<file path="config.mk">
export PLATFORM = sky130hd
export DESIGN_NAME = otter_cu_fsm_intr
export DESIGN_NICKNAME = d
export VERILOG_FILES = /design/src/rtl/otter_pkg.sv /design/src/rtl/otter_wait_cnt.sv /design/src/rtl/otter_cu_fsm_intr.sv
export SDC_FILE = /design/constraint.sdc
export NUM_CORES = 1
export LEC_CHECK = 0
export ABC_AREA = 1
export BUFFER_PORTS_ARGS = -buffer_cell sky130_fd_sc_hd__buf_2
export CAP_MARGIN = 15
export CORE_MARGIN = 2
export CORE_UTILIZATION = 42
export CTS_CLUSTER_SIZE = 16
export DETAILED_ROUTE_END_ITERATION = 8
export PLACE_DENSITY = 0.73
export REMOVE_ABC_BUFFERS = 1
export SETUP_SLACK_MARGIN = 0.02
export SLEW_MARGIN = 20
export SYNTH_ARGS = -nofsm -noshare
export SYNTH_HDL_FRONTEND = slang
export SYNTH_HIERARCHICAL = 1
export SYNTH_SLANG_ARGS = --single-unit
</file>
<file path="constraint.sdc">
create_clock -name i_clk -period 1.7 [get_ports i_clk]
set_clock_uncertainty 0.05 [all_clocks]
set_input_delay 0.085 -clock i_clk [delete_from_list [all_inputs] [get_ports i_clk]]
set_output_delay 0.085 -clock i_clk [all_outputs]
set_load 0.01 [all_outputs]
</file>
<file path="src/rtl/otter_pkg.sv">
// Shared OTTER types: RV32I major opcodes and control-unit state encoding.
package otter_pkg;

   typedef enum logic [6:0] {
      LOAD   = 7'b0000011,
      STORE  = 7'b0100011,
      BRANCH = 7'b1100011,
      OP     = 7'b0110011,
      OP_IMM = 7'b0010011,
      LUI    = 7'b0110111,
      AUIPC  = 7'b0010111,
      JAL    = 7'b1101111,
      JALR   = 7'b1100111,
      SYSTEM = 7'b1110011
   } opcode_t;

   typedef enum logic [2:0] {
      INIT  = 3'd0,
      FETCH = 3'd1,
      EXEC  = 3'd2,
      WB    = 3'd3,
      TRAP  = 3'd4
   } cu_state_t;

   localparam int CNT_W = 4;

   function automatic logic intr_pending(input logic intr, input logic mie);
      return intr & mie;
   endfunction

endpackage

</file>
<file path="src/rtl/otter_wait_cnt.sv">
// Saturating wait-state counter with synchronous clear; o_done flags count == i_term.
module otter_wait_cnt
   import otter_pkg::*;
#(
   parameter int W = CNT_W
) (
   input  logic         i_clk,
   input  logic         i_rst_n,
   input  logic         i_clr,
   input  logic         i_inc,
   input  logic [W-1:0] i_term,
   output logic         o_done
);

   logic [W-1:0] r_cnt;

   always_ff @(posedge i_clk or negedge i_rst_n) begin
      if (!i_rst_n) begin
         r_cnt <= '0;
      end else if (i_clr) begin
         r_cnt <= '0;
      end else if (i_inc && (r_cnt != {W{1'b1}})) begin
         r_cnt <= r_cnt + 1'b1;
      end
   end

   assign o_done = (r_cnt == i_term);

endmodule

</file>
<file path="src/rtl/otter_cu_fsm_intr.sv">
// OTTER multicycle control FSM with fetch/load wait states, MIE-gated trap entry and MRET.
// Outputs are Moore from state, except EXEC which also decodes opcode/funct3.
module otter_cu_fsm_intr
   import otter_pkg::*;
#(
   parameter int FETCH_WAIT = 1,
   parameter int LOAD_WAIT  = 1
) (
   input  logic       i_clk,
   input  logic       i_rst_n,
   input  logic [6:0] i_ir_opcode,
   input  logic [2:0] i_ir_funct,
   input  logic       i_intr,
   input  logic       i_mie,
   output logic       o_pc_rst,
   output logic       o_pc_write,
   output logic       o_reg_write,
   output logic       o_mem_rden1,
   output logic       o_mem_rden2,
   output logic       o_mem_we2,
   output logic       o_csr_we,
   output logic       o_int_taken,
   output logic       o_mret_exec,
   output logic [2:0] o_state
);

   if (FETCH_WAIT < 1 || FETCH_WAIT > 15) begin : g_bad_fetch_wait
      $error("otter_cu_fsm_intr: FETCH_WAIT must be in 1..15");
   end
   if (LOAD_WAIT < 1 || LOAD_WAIT > 15) begin : g_bad_load_wait
      $error("otter_cu_fsm_intr: LOAD_WAIT must be in 1..15");
   end

   localparam logic [CNT_W-1:0] FW_TERM = CNT_W'(FETCH_WAIT - 1);
   localparam logic [CNT_W-1:0] LW_TERM = CNT_W'(LOAD_WAIT - 1);

   cu_state_t        r_state;
   cu_state_t        w_next;
   logic             w_done;
   logic             w_clr;
   logic             w_trap;
   logic [CNT_W-1:0] w_term;

   assign w_trap = intr_pending(i_intr, i_mie);
   assign w_term = (r_state == WB) ? LW_TERM : FW_TERM;
   // Any state change restarts the count, so FETCH and WB both begin at zero.
   assign w_clr  = (w_next != r_state);

   otter_wait_cnt #(.W(CNT_W)) u_wait_cnt (
      .i_clk   (i_clk),
      .i_rst_n (i_rst_n),
      .i_clr   (w_clr),
      .i_inc   (1'b1),
      .i_term  (w_term),
      .o_done  (w_done)
   );

   always_ff @(posedge i_clk or negedge i_rst_n) begin
      if (!i_rst_n) begin
         r_state <= INIT;
      end else begin
         r_state <= w_next;
      end
   end

   always_comb begin
      w_next      = r_state;
      o_pc_rst    = 1'b0;
      o_pc_write  = 1'b0;
      o_reg_write = 1'b0;
      o_mem_rden1 = 1'b0;
      o_mem_rden2 = 1'b0;
      o_mem_we2   = 1'b0;
      o_csr_we    = 1'b0;
      o_int_taken = 1'b0;
      o_mret_exec = 1'b0;
      case (r_state)
         INIT: begin
            o_pc_rst = 1'b1;
            w_next   = FETCH;
         end
         FETCH: begin
            o_mem_rden1 = 1'b1;
            if (w_done) w_next = EXEC;
         end
         EXEC: begin
            o_pc_write = 1'b1;
            w_next     = w_trap ? TRAP : FETCH;
            case (i_ir_opcode)
               LOAD: begin
                  o_pc_write  = 1'b0;
                  o_mem_rden2 = 1'b1;
                  w_next      = WB;
               end
               STORE:  o_mem_we2 = 1'b1;
               BRANCH: ;
               OP, OP_IMM, LUI, AUIPC, JAL, JALR: o_reg_write = 1'b1;
               SYSTEM: begin
                  if (i_ir_funct != 3'b000) begin
                     o_csr_we    = 1'b1;
                     o_reg_write = 1'b1;
                  end else begin
                     o_mret_exec = 1'b1;
                  end
               end
               default: ;
            endcase
         end
         WB: begin
            o_mem_rden2 = 1'b1;
            // Interrupts are only considered once the load has fully written back.
            if (w_done) begin
               o_reg_write = 1'b1;
               o_pc_write  = 1'b1;
               w_next      = w_trap ? TRAP : FETCH;
            end
         end
         TRAP: begin
            o_int_taken = 1'b1;
            o_pc_write  = 1'b1;
            w_next      = FETCH;
         end
         default: w_next = INIT;
      endcase
   end

   assign o_state = r_state;

endmodule

</file>
# ---- After elaboration in Yosys (flattened, before gate mapping)
# Index checks and enable logic that the tools add are counted.
dict set report op_classes {
  n_bitwise 1
  muxes 25
  n_reduce_logical 6
  n_eq_ne 15
  add_sub_neg 1
}
# operator n
set ops {}
lappend ops {{== test 7 x 6 -> 1 bit (second input constant)} 3}
lappend ops {{== test 7 bit (second input constant)} 3}
lappend ops {{== test 7 x 5 -> 1 bit (second input constant)} 2}
lappend ops {{2-to-1 mux 1 bit} 14}
lappend ops {{2-to-1 mux 3 bit} 4}
lappend ops {{case mux 3 bit (4 select lines)} 1}
lappend ops {{2-to-1 mux 4 bit} 2}
lappend ops {{== test 7 x 2 -> 1 bit (second input constant)} 1}
lappend ops {{== test 3 x 2 -> 1 bit (second input constant)} 2}
lappend ops {{case mux 1 bit (2 select lines)} 3}
lappend ops {{OR reduction 6 bit} 1}
lappend ops {{adder 4 x 1 -> 4 bit (second input constant)} 1}
lappend ops {{zero test 4 bit} 1}
lappend ops {{inequality test 4 bit (second input constant)} 1}
lappend ops {{== test 3 x 1 -> 1 bit (second input constant)} 1}
lappend ops {{== test 3 bit (second input constant)} 1}
lappend ops {{zero test 3 bit} 1}
lappend ops {{inequality test 3 bit} 1}
lappend ops {{case mux 1 bit (3 select lines)} 1}
lappend ops {{nonzero test 3 bit} 1}
lappend ops {{nonzero test 2 bit} 1}
lappend ops {{OR reduction 2 bit} 1}
lappend ops {{AND 1 bit} 1}
dict set report word_totals {
  ff_bits 7
  word_cells 50
  input_bits 14
  out_inout_bits 12
}

# ---- Depth between registers and ports, before layout
# Gate-level depths: netlist of run 1.
dict set report depth {
  word_depth 6
  ltp_mapped 14
  depth_no_buf 13
}

# ---- Cells and area by module
# Netlist of run 1, hierarchy kept.
# module instances seq_area_each_um2 cells_per_inst area_per_inst_um2
set modules_own_cells {}
lappend modules_own_cells {otter_cu_fsm_intr 1 75.1 76 406.6}
lappend modules_own_cells {otter_wait_cnt 1 100.1 35 279.0}

# ---- Worst setup path after synthesis of run 1
# No wires, ideal clock.
dict set report synth_timing {
  path_type {register to register}
  startpoint {reg u_wait_cnt.r_cnt[2]}
  endpoint {reg u_wait_cnt.r_cnt[3]}
  arrival_ns 1.759
  path_buffers 1
  synth_period_minus_slack_ns 1.874
  setup_ns 0.065
  setup_slack_ns -0.174
  t_required_ns 1.585
  stages_incl_launch_ff 13
  cell_sequence {dfrtp_1 > buf_6 > xnor2_1 > nand2_1 > nor3_1 > nand3_1 > a21oi_1 > nand3_1 > nand2_1 > nand3_1 > inv_1 > nand4_1 > nand2_1}
}
dict set report synth_via {
  elab_chain_len 5
  word_cells_on_any_way 10
  classes_between {1 x add/sub; 2 x eq/ne; 5 x mux; 2 x reduce/logical}
}
# element line_no
set synth_lines {}
lappend synth_lines {{start: declaration} otter_wait_cnt.sv:15} ;# logic [W-1:0] r_cnt;
lappend synth_lines {{start signal: assignment} otter_wait_cnt.sv:23} ;# r_cnt <= r_cnt + 1'b1;
lappend synth_lines {{zero test 4 bit (*)} otter_wait_cnt.sv:27} ;# assign o_done = (r_cnt == i_term);
lappend synth_lines {{net w_done} otter_cu_fsm_intr.sv:39} ;# logic w_done;
lappend synth_lines {{2-to-1 mux 3 bit (on tied branches)} {otter_cu_fsm_intr.sv:112, otter_cu_fsm_intr.sv:84}}
lappend synth_lines {{case mux 3 bit (4 select lines) (*)} otter_cu_fsm_intr.sv:77} ;# case (r_state)
lappend synth_lines {{net w_next[0]} otter_cu_fsm_intr.sv:38} ;# cu_state_t w_next;
lappend synth_lines {{inequality test 3 bit (*)} otter_cu_fsm_intr.sv:47} ;# assign w_clr = (w_next != r_state);
lappend synth_lines {{net w_clr} otter_cu_fsm_intr.sv:40} ;# logic w_clr;
lappend synth_lines {{2-to-1 mux 4 bit or nonzero test 2 bit (tied branches)} n/a}
# The timed path passes the listed nets; every way through them passes the cells marked *. The select of a mux whose other input is x is not followed.
# A chain may end at the register's enable or synchronous reset.

# ---- Worst setup path after layout of run 1
dict set report layout_timing {
  startpoint {reg u_wait_cnt.r_cnt[3]}
  endpoint {reg u_wait_cnt.r_cnt[3]}
}
dict set report layout_via {
  elab_chain_len 5
  word_cells_on_any_way 10
  classes_between {1 x add/sub; 2 x eq/ne; 5 x mux; 2 x reduce/logical}
}
# element line_no
set layout_lines {}
lappend layout_lines {{zero test 4 bit (*)} otter_wait_cnt.sv:27}
lappend layout_lines {{net w_done} otter_cu_fsm_intr.sv:39}
lappend layout_lines {{2-to-1 mux 3 bit (on tied branches)} {otter_cu_fsm_intr.sv:112, otter_cu_fsm_intr.sv:84}}
lappend layout_lines {{case mux 3 bit (4 select lines) (*)} otter_cu_fsm_intr.sv:77}
lappend layout_lines {{inequality test 3 bit (*)} otter_cu_fsm_intr.sv:47}
lappend layout_lines {{net w_clr} otter_cu_fsm_intr.sv:40}
lappend layout_lines {{2-to-1 mux 4 bit or nonzero test 2 bit (tied branches)} n/a}
# Marked as above.

==> results of run 1 <==
through the flow:
stage / hold slack (ns) / cell area, um2 / utilization, % / setup TNS (ns) / power, uW
2_1_floorplan: -0.261 / 681 / - / -0.514 / 664
3_3_place_gp: -0.123 / 893 / 58.6 / -0.445 / 861
3_5_place_dp: -0.121 / 893 / 58.6 / -0.633 / 873
4_1_cts: 0.0773 / 1020 / 67.2 / -0.130 / 1170
5_1_grt: 0.141 / 1100 / 72.5 / -1.14 / 1420
6_report: 0.106 / 1100 / 72.5 / -0.466 / 1330
layer usage:
layer  routed length (um)  part of all wire [%]  track usage [%]  vias up
met5                    0                     0                0        -
met2                 1050                    50             33.2       36
met1                  936                    45             27.5      418
met4                    8                  0.38             7.27        0
met3                   97                   4.6             2.45        3
li1                     -                     -                -      445
sequential cells by signal, summed over array words and instances, names as in the netlist:
| signal | flops |
|---|---|
| o_state | 3 |
| u_wait_cnt/r_cnt | 4 |
cell usage after synthesis (2+ instances only):
cell,n
nor2_1,13
nor3_1,4
nand4_1,2
nor2_4,3
inv_2,2
xor2_1,3
conb_1,2
o21ai_0,3
inv_1,13
nand3_1,17
dfrtp_1,7
nand2_1,30
xnor2_1,2
nand2_2,2
power by group through the flow:
stage / clock [uW] / sequential (uW) / combinational, uW
after floorplan: 0 / 290 / 374
after global placement: 0 / 277 / 584
after detailed placement: 0 / 278 / 595
after CTS: 154 / 259 / 759
after global routing: 169 / 271 / 981
final: 154 / 266 / 911
repair_timing:
action | in CTS | in global routing
gates cloned | 0 | 0
pin swaps | 6 | 7
hold buffers | 1 | 0
buffers inserted | 9 | 1
resized for setup | 12 | 19
setup endpoints to repair | 8 | 8
endpoints found under the hold margin | 7 | 0
worst paths after layout:
kind                                startpoint                   to  slack [ns]
min reg2reg                         o_state[0]           o_state[2]        0.67
min in group asynchronous              i_rst_n           o_state[2]        0.15
max                        u_wait_cnt/r_cnt[3]  u_wait_cnt/r_cnt[3]       -0.13
min                                      i_mie           o_state[2]        0.11
max reg2reg                u_wait_cnt/r_cnt[3]  u_wait_cnt/r_cnt[3]       -0.13
max in group asynchronous              i_rst_n           o_state[1]        1.28
worst max-delay path: stages, from the launching register on:
cell and delay, ns:
dfrtp_1 0.40, xnor2_1 0.15, nand2_1 0.07, nor3_2 0.11
buf_4 0.16, inv_2 0.05, nand3_2 0.08, nand2_2 0.08
nor2_1 0.11, nand3_1 0.14, nand3_4 0.12, inv_4 0.05
nand4_1 0.08, nand2_1 0.06
area by class of cell:
| class | count | share of cell area [%] |
|---|---|---|
| Clock buffer | 4 | 2.38 |
| Inverter | 15 | 5.32 |
| Multi-Input combinational cell | 90 | 49.4 |
| Sequential cell | 7 | 16.1 |
| Tap cell | 16 | 1.81 |
| Timing Repair Buffer | 44 | 25.0 |
placed cells by master, fill, tap and decap left out, types with 2 or more instances in the layout:
cell type / instances
buf_2: 24
nand2_1: 22
buf_4: 18
nor2_1: 11
nand3_1: 11
inv_1: 10
nand2_2: 9
dfrtp_1: 5
conb_1: 5
inv_2: 4
nand3_2: 4
nor2_2: 3
nor2_4: 3
nor3_1: 3
clkbuf_4: 3
xor2_1: 3
o21ai_0: 2
nand3_4: 2
dfrtp_2: 2
nand4_1: 2
logic make-up (layout without fill, tap and decap cells):
kind of cell / after synthesis / count (layout) / synth area share (%)
other: 2 / 5 / 1.10
flip-flops: 7 / 7 / 25.5
adder cells (fa/ha/maj): 1 / 1 / 1.82
AND/OR/NAND/NOR: 74 / 74 / 50.5
XOR/XNOR: 5 / 5 / 6.39
AO/OA/AOI/OAI: 5 / 5 / 4.01
buffers and inverters: 17 / 63 / 10.6
==> results.json, run 1 <==
{
  "final.min_clock_period_ns": 1.83,
  "vias": 902,
  "seqPwrFrac_pct": 20.0,
  "layout-drive-gt1-share_pct": 50.0,
  "internal_power_uw": 696,
  "path_class": "register to register",
  "clk_pin_slew_worst_paths_ns": 0.06,
  "cts.path.max_buffers": 2,
  "n_fill_cell": 124,
  "drcViolationCount": 0,
  "fmax_ghz": 0.546,
  "netlist_area_um2": 686,
  "die_y_um": 44.4,
  "synth_edf_count": 0,
  "syn_avg_cell_area_um2": 6.18,
  "clock_latency_ns": 0.25,
  "cp-start-kind": "register",
  "rows": 14,
  "diodes": 0,
  "grt_pass1_vias": 787,
  "portBuffers": 25,
  "multiInputGateArea_um2": 546,
  "rsz0062_at_grt": "true",
  "grt_first_pass_wirelength_mm": 3.03,
  "cts_inserted_buffers": 3,
  "min_path_cells": 3,
  "first_iter_violations": 27,
  "hpwl_mm": 1.34,
  "ys_async_sr_fraction_pct": 100,
  "firstDrtPassIters": 4,
  "regArea_um2": 178,
  "pre_cts_ws_ns": -0.171,
  "synth_top_cell_area_share_pct": 25.5,
  "net-switching-power_uw": 636,
  "final_nets": 176,
  "max-cap-violations": 0,
  "combPwrFrac_pct": 68.5,
  "swShare_pct": 47.8,
  "setup_violations": 5,
  "grt_max_degree": 8,
  "r2r_cells": 13,
  "fin_cells": 176,
  "synthFlopType": "dfrtp_1",
  "cts_max_level": 1,
  "postSynthCellCount": 111,
  "worstPathRequired_ns": 1.79,
  "antenna_left": 0,
  "status": "complete, but fails checks",
  "p_leak_uw": 0.000620,
  "cts_tree": "done",
  "dp_cells": 162,
  "path_max_fanout": 4,
  "cts.sinks": 7,
  "layout_setup_ws_ns": -0.132,
  "violations": "setup timing",
  "area_growth_syn_to_layout_pct": 61.1,
  "drt-total-wl_mm": 2.10,
  "track_usage_pct": 20.3,
  "antenna_found_initial": 0,
  "die_w_um": 44.4,
  "place_congestion": 0.878,
  "core_area_mm2": 0.00152,
  "pin_count": 26,
  "synth.distinct_cells": 22,
  "hp-class": "primary input to register",
  "wl_per_cell_um": 11.9,
  "yosysTopAreaCell": "dfrtp_1",
  "gr-total-overflow": 0,
  "power.density_mw_per_mm2": 1210,
  "arrival_ns": 1.92,
  "irDropWorstVdd_uv": 576,
  "yosysWarnings": 6,
  "routed_via_density": 5.13,
  "p_clk_share_pct": 11.5,
  "finalMaxSlewViolations": 0,
  "ys_seq_area_share_pct": 25.5,
  "final.period_utilization_pct": 108,
  "hold_viol": 0,
  "start_util_pct": 45.0,
  "yosys_register_bits": 7,
  "cts_root_buffer": "clkbuf_4",
  "synthTopCellsByArea": "dfrtp_1 26%, nand2_1 16%, nand3_1 12%, inv_1 7.1%, nor2_1 7.1%",
  "dieArea_mm2": 0.00197,
  "end_kind": "register"
}
(Power assumes the default switching activity.)
==> inputs of run 2 (changes only) <==
--- a/config.mk
+++ b/config.mk
@@ -9,10 +9,10 @@
 export BUFFER_PORTS_ARGS = -buffer_cell sky130_fd_sc_hd__buf_2
 export CAP_MARGIN = 15
 export CORE_MARGIN = 2
-export CORE_UTILIZATION = 42
+export CORE_UTILIZATION = 51
 export CTS_CLUSTER_SIZE = 16
 export DETAILED_ROUTE_END_ITERATION = 8
-export PLACE_DENSITY = 0.73
+export PLACE_DENSITY = 0.83
 export REMOVE_ABC_BUFFERS = 1
 export SETUP_SLACK_MARGIN = 0.02
 export SLEW_MARGIN = 20
==> constraint.sdc (replaced) <==
create_clock -name i_clk -period 2.19 [get_ports i_clk]
set_clock_uncertainty 0.05 [all_clocks]
set_input_delay 0.1095 -clock i_clk [delete_from_list [all_inputs] [get_ports i_clk]]
set_output_delay 0.1095 -clock i_clk [all_outputs]
set_load 0.01 [all_outputs]
==> run 2 against run 1 <==
  * The flow now finishes without violations
  * Clock power decreased by 26%
  * Non-clock buffer count decreased by 17
  * Sequential share of layout area increased by 4.1 points
  * First-iteration DRC count decreased by 48%
  * Sequential cell count unchanged
  * Setup slack improved by 0.36 ns
  * Largest cell class unchanged
  * Sequential power decreased by 13%
  * Die area decreased by 16%
  * Largest power group unchanged
==> results.json, run 2 (synthesized netlist as in run 1, its figures left out) <==
{
  "hold_viol": 0,
  "grt_first_pass_wirelength_mm": 2.60,
  "core_area_mm2": 0.00128,
  "finalMaxSlewViolations": 0,
  "power.density_mw_per_mm2": 868,
  "max-cap-violations": 0,
  "grt_max_degree": 11,
  "dp_cells": 153,
  "drcViolationCount": 0,
  "cpPeakStageDelay_ns": 0.44,
  "grt_pass1_vias": 668,
  "path_class": "register to register",
  "drt-total-wl_mm": 1.53,
  "antenna_left": 0,
  "fin_cells": 158,
  "gr-total-overflow": 0,
  "end_kind": "register",
  "dieArea_mm2": 0.00165,
  "track_usage_pct": 24.0,
  "hp-class": "primary input to register",
  "p_total_uw": 754,
  "cts_tree": "done",
  "pre_cts_ws_ns": 0.232,
  "fmax_ghz": 0.511,
  "clock_latency_ns": 0.25,
  "mostFrequentLayoutCells": "30 x nand2_1, 25 x buf_2, 17 x nand3_1, 13 x nor2_1, 12 x inv_1",
  "diodes": 0,
  "slowest_stage": "dfrtp_1",
  "portBuffers": 25,
  "worstPathCellList": "xnor2_1, nand2_1, nor3_1, buf_4, nand3_1, a21oi_1, nand3_1, nand2_1, nand3_1, nor2_4, nand2_1, nand2_1",
  "hpwl_mm": 1.31,
  "clk_pin_slew_worst_paths_ns": 0.05,
  "cts.path.max_buffers": 2,
  "irDropWorstVdd_uv": 410,
  "setup_violations": 0,
  "final.period_utilization_pct": 89.4,
  "wl_per_cell_um": 9.70,
  "final_nets": 159,
  "largest_register_ffs": 4,
  "tns_ns": 0,
  "cts_setup_buffers": 0,
  "layout_commonest_cell": "nand2_1",
  "vias": 763,
  "worstPathRequired_ns": 2.33,
  "final_area_um2": 868,
  "p_leak_uw": 0.000510,
  "cts_max_level": 1,
  "rsz0062_at_grt": "false",
  "arrival_ns": 2.09,
  "cts_inserted_buffers": 3,
  "final.min_clock_period_ns": 1.96,
  "layout_setup_ws_ns": 0.233,
  "top_register": "u_wait_cnt/r_cnt",
  "layout-drive-gt1-share_pct": 27.3,
  "firstDrtPassIters": 4,
  "die_w_um": 40.7,
  "area_growth_syn_to_layout_pct": 26.6,
  "routed_via_density": 4.83,
  "place_congestion": 0.785,
  "cts.sinks": 7,
  "first_iter_violations": 14,
  "dpl_cell_area_um2": 832,
  "pin_count": 26,
  "rows": 13,
  "die_y_um": 40.7,
  "cp-start-kind": "register",
  "antenna_found_initial": 0,
  "start_util_pct": 53.4,
  "crit_path_frequent_cell": "nand2_1",
  "cts_root_buffer": "clkbuf_4",
  "path_max_fanout": 6,
  "status": "finished clean"
}
[run 2: cell types whose count changed in the layout (fill, tap and decap cells not counted), moves of 4 or more]
cell / delta
nand2_2: -7
buf_4: -17
nand3_1: +6
nand2_1: +8
nand3_2: -4
[run 2: routing by layer]
layer	track usage, %	routed length [um]	vias to the layer above
met5	0	0	-
met4	7.50	0	0
met3	8.15	59	0
met2	42.5	747	16
met1	26.6	726	340
li1	-	-	407
[run 2: worst paths after layout]
| check | startpoint | cells after the start | endpoint | slack [ns] |
|---|---|---|---|---|
| worst max-delay path | u_wait_cnt/r_cnt[2] | 12 | u_wait_cnt/r_cnt[3] | 0.23 |
| worst min-delay path | i_mie | 3 | o_state[2] | 0.09 |
| worst max register to register | u_wait_cnt/r_cnt[2] | 12 | u_wait_cnt/r_cnt[3] | 0.23 |
| worst min register to register | u_wait_cnt/r_cnt[1] | 2 | u_wait_cnt/r_cnt[1] | 0.53 |
| max in group asynchronous | i_rst_n | 2 | u_wait_cnt/r_cnt[0] | 1.76 |
| min in group asynchronous | i_rst_n | 2 | o_state[2] | 0.17 |
[run 2: layout make-up]
type                       count  area [um2]
timing repair buffer          27         143
sequential                     7         175
clock buffer                   4        26.3
multi-input combinational     90         449
fill                         115         417
tap                           15        18.8
inverter                      15        56.3
[run 2: where the power goes]
group,total (uW),internal (uW),switching [uW]
logic,408,159,249
clock network,114,69.4,44.9
registers,232,163,68.8
[run 2: timing repair]
action,CTS,global route
hold endpoints to repair,7,0
endpoints found under the setup margin,0,2
gates resized for setup,0,1
hold buffers,1,0
[run 2: stage by stage]
step / hold slack [ns] / util (%)
5_1_grt: 0.103 / 67.6
2_1_floorplan: -0.236 / -
6_report: 0.0946 / 67.6
4_1_cts: 0.0816 / 67.6
3_5_place_dp: -0.0994 / 64.8
3_3_place_gp: -0.0979 / 64.8
[run 2: worst max-delay path, delay by kind of cell (launching register included)]
| kind | cells | cell delay, ns |
|---|---|---|
| AND/OR/NAND/NOR | 9 | 0.89 |
| AO/OA/AOI/OAI | 1 | 0.17 |
| XOR/XNOR | 1 | 0.18 |
| buffers and inverters | 1 | 0.16 |
| flip-flops | 1 | 0.44 |
